===== config.mk =====
export PLATFORM = sky130hd
export DESIGN_NAME = dsp_chain_sop_sequencer_flat
export DESIGN_NICKNAME = d
export VERILOG_FILES = /design/src/rtl/dsp_chain_sop_sequencer_if.sv /design/src/rtl/dsp_chain_sop_sequencer.sv /design/src/flat_wrapper.sv
export SDC_FILE = /design/constraint.sdc
export NUM_CORES = 1
export LEC_CHECK = 0
export ABC_CLOCK_PERIOD_IN_PS = 4100
export CORE_UTILIZATION = 30
export CTS_CLUSTER_SIZE = 14
export DETAILED_ROUTE_END_ITERATION = 8
export SLEW_MARGIN = 5
export SYNTH_ARGS = -nofsm -noshare
export SYNTH_HDL_FRONTEND = slang
export SYNTH_SLANG_ARGS = --single-unit

===== constraint.sdc =====
create_clock -name clk -period 4.1 [get_ports clk]
set_input_delay 0.41 -clock clk [delete_from_list [all_inputs] [get_ports clk]]
set_output_delay 0.41 -clock clk [all_outputs]
set_load 0.02 [all_outputs]

===== src/rtl/dsp_chain_sop_sequencer_if.sv =====
// Operand, cascade and result buses of the
// fp16 sum-of-products job sequencer.
interface dsp_chain_sop_sequencer_if;
  logic         in_valid;
  logic         in_ready;
  logic [255:0] in_data;
  logic [255:0] dsp_ops;
  logic [31:0]  dsp_result;
  logic         out_valid;
  logic         out_ready;
  logic [31:0]  out_data;
  logic         out_last;

  modport master (
    output in_valid, in_data,
    output dsp_result, out_ready,
    input  in_ready, dsp_ops,
    input  out_valid, out_data, out_last
  );

  modport slave (
    input  in_valid, in_data,
    input  dsp_result, out_ready,
    output in_ready, dsp_ops,
    output out_valid, out_data, out_last
  );
endinterface


===== src/rtl/dsp_chain_sop_sequencer.sv =====
// Streams operand beats into a non-stallable
// DSP cascade and buffers its results by credit.
module dsp_chain_sop_sequencer #(
  parameter int LAT   = 4,
  parameter int DEPTH = 8,
  parameter int LEN_W = 16
) (
  input  logic             clk,
  input  logic             reset,
  input  logic             start,
  input  logic [LEN_W-1:0] len,
  output logic             busy,
  output logic             done,
  dsp_chain_sop_sequencer_if.slave bus
);
  localparam int AW = $clog2(DEPTH);
  localparam int CW = $clog2(DEPTH + LAT + 2);

  typedef enum logic [1:0] {
    IDLE,
    RUN,
    DRAIN
  } state_t;

  typedef struct packed {
    logic v;
    logic last;
  } tag_t;

  typedef struct packed {
    logic [31:0] data;
    logic        last;
  } ent_t;

  state_t           state;
  state_t           state_nx;
  logic [LEN_W-1:0] cnt;
  tag_t             tag [LAT+1];
  ent_t             mem [DEPTH];
  ent_t             head;
  logic [AW-1:0]    wptr;
  logic [AW-1:0]    rptr;
  logic [CW-1:0]    fcnt;
  logic [CW-1:0]    inflight;
  logic             zdone;
  logic             fire;
  logic             push;
  logic             pop;
  logic             last_beat;

  assign head      = mem[rptr];
  assign push      = tag[LAT].v;
  assign pop       = bus.out_valid & bus.out_ready;
  assign last_beat = (cnt == LEN_W'(1));
  assign busy      = (state != IDLE);

  assign bus.out_valid = (fcnt != '0);
  assign bus.out_data  = bus.out_valid ? head.data : '0;
  assign bus.out_last  = bus.out_valid & head.last;

  // Count beats still travelling through the cascade
  always_comb begin
    inflight = '0;
    for (int i = 0; i <= LAT; i++)
      inflight = inflight + CW'(tag[i].v);
  end

  // State register
  always_ff @(posedge clk or negedge reset) begin
    if (!reset) state <= IDLE;
    else        state <= state_nx;
  end

  // Next state, credit-gated ready and done pulse
  always_comb begin
    state_nx     = state;
    bus.in_ready = 1'b0;
    fire         = 1'b0;
    done         = zdone;
    unique case (state)
      IDLE: begin
        if (start && len != '0)
          state_nx = RUN;
      end
      RUN: begin
        bus.in_ready =
          (inflight + fcnt) < CW'(DEPTH);
        fire = bus.in_valid & bus.in_ready;
        if (fire && last_beat)
          state_nx = DRAIN;
      end
      DRAIN: begin
        if (pop && bus.out_last) begin
          done     = 1'b1;
          state_nx = IDLE;
        end
      end
      default: state_nx = IDLE;
    endcase
  end

  // Beat counter, operand register and tag pipe
  always_ff @(posedge clk or negedge reset) begin
    if (!reset) begin
      cnt         <= '0;
      zdone       <= 1'b0;
      bus.dsp_ops <= '0;
      for (int i = 0; i <= LAT; i++)
        tag[i] <= '0;
    end else begin
      zdone <= (state == IDLE) & start
             & (len == '0);
      if (state == IDLE && start)
        cnt <= len;
      else if (fire)
        cnt <= cnt - 1'b1;
      bus.dsp_ops <= fire ? bus.in_data : '0;
      tag[0] <= '{v: fire,
                  last: fire & last_beat};
      for (int i = 1; i <= LAT; i++)
        tag[i] <= tag[i-1];
    end
  end

  // Result FIFO pointers and occupancy
  always_ff @(posedge clk or negedge reset) begin
    if (!reset) begin
      wptr <= '0;
      rptr <= '0;
      fcnt <= '0;
    end else begin
      if (push) wptr <= wptr + 1'b1;
      if (pop)  rptr <= rptr + 1'b1;
      if (push && !pop)
        fcnt <= fcnt + 1'b1;
      else if (!push && pop)
        fcnt <= fcnt - 1'b1;
    end
  end

  // Result FIFO storage
  always_ff @(posedge clk) begin
    if (push)
      mem[wptr] <= '{data: bus.dsp_result,
                     last: tag[LAT].last};
  end
endmodule


===== src/flat_wrapper.sv =====
// flat-port wrapper written by rule: the top's interface ports become plain ports
module dsp_chain_sop_sequencer_flat 
#(
  parameter int LAT   = 4,
  parameter int DEPTH = 8,
  parameter int LEN_W = 16
)
  (clk, reset, start, len, busy, done, bus_in_valid, bus_in_data, bus_dsp_result, bus_out_ready, bus_in_ready, bus_dsp_ops, bus_out_valid, bus_out_data, bus_out_last);
  dsp_chain_sop_sequencer_if bus_i ();
  input  logic clk;
  input  logic reset;
  input  logic start;
  input  logic [LEN_W-1:0] len;
  output logic busy;
  output logic done;
  input wire logic [$bits(bus_i.in_valid)-1:0] bus_in_valid;
  input wire logic [$bits(bus_i.in_data)-1:0] bus_in_data;
  input wire logic [$bits(bus_i.dsp_result)-1:0] bus_dsp_result;
  input wire logic [$bits(bus_i.out_ready)-1:0] bus_out_ready;
  output wire logic [$bits(bus_i.in_ready)-1:0] bus_in_ready;
  output wire logic [$bits(bus_i.dsp_ops)-1:0] bus_dsp_ops;
  output wire logic [$bits(bus_i.out_valid)-1:0] bus_out_valid;
  output wire logic [$bits(bus_i.out_data)-1:0] bus_out_data;
  output wire logic [$bits(bus_i.out_last)-1:0] bus_out_last;
  assign bus_i.in_valid = bus_in_valid;
  assign bus_i.in_data = bus_in_data;
  assign bus_i.dsp_result = bus_dsp_result;
  assign bus_i.out_ready = bus_out_ready;
  assign bus_in_ready = bus_i.in_ready;
  assign bus_dsp_ops = bus_i.dsp_ops;
  assign bus_out_valid = bus_i.out_valid;
  assign bus_out_data = bus_i.out_data;
  assign bus_out_last = bus_i.out_last;
  dsp_chain_sop_sequencer #(.LAT(LAT), .DEPTH(DEPTH), .LEN_W(LEN_W)) u_core (.clk(clk), .reset(reset), .start(start), .len(len), .busy(busy), .done(done), .bus(bus_i));
endmodule

==> results.ini <==
[run_status]
run_status = finished, final reports clean

[power]
pwr_density_cell_nw_per_um2 = 706
ir_drop_v = 0.000483
total_leakage_power_uw = 0.0116
power.total_uw = 20900

[finish]
multiInputGateArea_um2 = 4740
fill_cells = 5901
final_nets = 2126
areaGrowthSynthToFinish_pct = 45.9
drive_above_1_share = 0.115
seqCellArea_um2 = 15300

[clocking]
clk_pin_slew_worst_paths_ps = 60
tritoncts_clock_tree = built
cts_buffer_depth = 3
cts_max_level = 2
cts-root-buf = clkbuf_16
clkSinkCount = 559
cts_made_buffers = 60
clock_insertion_delay_worst_skew_ps = 620

[die]
floorplan.die_area_um2 = 68600
floorplan.initialDensity = 0.306
die-height_um = 262
num_rows = 94
core_outline_area_um2 = 66300
io_pins = 602
die_width_um = 262

[timing]
layout_min_cycle_time_ps = 3880
fin_worst_skew_ps = 21.7
timing.max_slew.rel_slack = 0.372
slew_violations = 0
tns_ps = 0
setup_viol_count_final = 0
worst_slew_pin_tran_ps = 937
final_min_period_over_clock_period = 0.947
final_hold_vios = 0
unrepaired_setup_endpoints_after_global_routing = false
fmax_ghz = 0.258

[setup_path]
r2r-start = u_core.tag[7]
timing.critical_path.slowest_cell_delay_ps = 500
ff2ff_path_depth = 11
critical_path.startpoint = u_core.tag[7]
crit_path_cells = ha_1 -> inv_1 -> fa_1 -> inv_1 -> ha_1 -> a21o_1 -> a311o_1 -> a21oi_1 -> dlygate4sd2_1
worst_ep_arrival_time_ps = 3470
critPathMaxFanout = 6
worst_setup_path_endpoint = bus_in_ready
worst_path_dominant_cell_family = adder cells
timing.reg2reg.setup_slack_ps = 820
crit_required_ps = 3690
worst_setup_path_start_kind = flop
timing.rr.end = u_core.bus.dsp_ops[247]
setup.worst_path.end_class = output port
slowest_stage = a311o_1
criticalPathCategory = flop to output port
critical_path_depth = 9
cp_num_buf_inv = 3

[logic_synthesis]
yosys.cell_count.top_type = dfrtp_1
syn_area_um2 = 20300
synthesis.instances = 1171
synth_top_area_frac = 0.391
ys_ff_latch = 559
syn-mean-instance-area_um2 = 17.3
yosys-top-cells-area = edfxtp_1 39%, dfrtp_1 36%, and2_1 8.0%
synthesis_warning_total = 0
synth-async-reset-ratio = 0.528
netlist.top_cell.by_area = edfxtp_1
synth-edff-count = 264
yosysSeqAreaShare = 0.755
synth.top_cells.by_count = 295 x dfrtp_1, 264 x edfxtp_1, 258 x and2_1
netlist-cell-type-count = 54
syn-num-nets = 1494
synth_ff_type = dfrtp_1

[detailed_routing]
drcViolationCount = 0
first_iter_violations = 609
firstDrtPassIters = 4
routed_wire_length_per_instance_um = 24.0
routed_via_count = 12200
antenna_left = 0
vias_per_cell = 4.48
detail_route.wirelength_mm = 65.5

[global_routing]
antenna_violations_before_repair = 29
grt_first_pass_wirelength_mm = 93.0
gr-usage-all-layers = 0.190
grt_max_degree = 108
global_route.overflow_total = 0
first_global_vias = 13400

[placement]
dpl.hpwl_mm = 47.7
gp_congestion = 0.859
port_buffers = 601

[worst_hold_path]
worst_hold_path_type = primary input to flop

[run]
drv.max_cap_violation_count = 0

[layer usage]
layer	GRT usage	vias to the layer above	part of all wire
li1	-	5456	-
met1	0.197	6255	0.34
met2	0.343	426	0.53
met3	0.0705	110	0.084
met4	0.0796	0	0.040
met5	0	-	0
[how the worst min path moves through the flow]
stage                                start                 endpoint  cells past startpoint
after floorplan                      reset    u_core.bus.dsp_ops[0]                      0
after global placement       u_core.tag[4]            u_core.tag[2]                      0
after detailed placement     u_core.tag[2]            u_core.tag[0]                      0
after CTS                  bus_in_data[20]   u_core.bus.dsp_ops[20]                      2
after global routing      bus_in_data[166]  u_core.bus.dsp_ops[166]                      2
final                     bus_in_data[114]  u_core.bus.dsp_ops[114]                      2
[stage by stage]
step	instance area, um^2	instances	utilization	setup slack (ps)	hold WS (ps)
2_1_floorplan	20300	1171	-	787	114
3_5_place_dp	27500	2604	0.414	516	335
4_1_cts	29500	2715	0.445	111	296
6_report	29600	2735	0.446	219	342
3_3_place_gp	27500	2604	0.414	520	332
5_1_grt	29600	2727	0.446	31.9	306
[timing repair]
action,in CTS,in global routing
hold endpoints to repair,93,0
resized for setup,1,0
setup endpoints to repair,1,0
hold buffers,1,0
setup buffers,0,0
[cell families after synthesis]
kind of cell	count (synthesis)	share of synthesized area
AOI/OAI and AO/OA	39	0.0165
adders and majority gates	14	0.00938
DFF	559	0.755
and+or+nand+nor	369	0.106
muxes	107	0.0937
buffers and inverters	70	0.0142
xor gates and xnor gates	13	0.00561
[state kept, by name, summed over array words and instances, names as in the netlist]
name                count
u_core.fcnt             4
u_core.tag              9
u_core.rptr             3
u_core.wptr             3
u_core.zdone            1
u_core.cnt             16
u_core.state            2
u_core.mem            264
u_core.push             1
u_core.bus.dsp_ops    256
[layout make-up]
cell class | count | area share
sequential | 559 | 0.518
timing repair buffer | 627 | 0.213
multi-input combinational | 542 | 0.160
inverter | 13 | 0.00182
clock inverter | 31 | 0.0136
antenna | 20 | 0.00169
tap | 864 | 0.0365
clock buffer | 79 | 0.0555
[cells in the final DEF, fill, tap and decap left out, types with 10 or more instances in the layout]
cell | Yosys | final
inv_1 | 13 | 12
and2_1 | 258 | 258
clkbuf_16 | 0 | 60
edfxtp_1 | 264 | 264
nor2_1 | 54 | 48
ha_1 | 12 | 12
diode_2 | 0 | 20
mux4_2 | 66 | 66
dfrtp_1 | 295 | 292
clkbuf_1 | 35 | 12
xnor2_1 | 10 | 10
mux2i_1 | 38 | 38
clkdlybuf4s50_1 | 0 | 599
nand2_1 | 15 | 15
buf_4 | 2 | 18
[where the power goes]
part	switching, uW	leakage (uW)	internal (uW)	total (uW)
registers	589	0.00632	7040	7630
logic	4030	0.00430	3630	7660
clock network	2270	0.000997	3330	5600
Note: power is estimated with default switching activity, not from simulation.
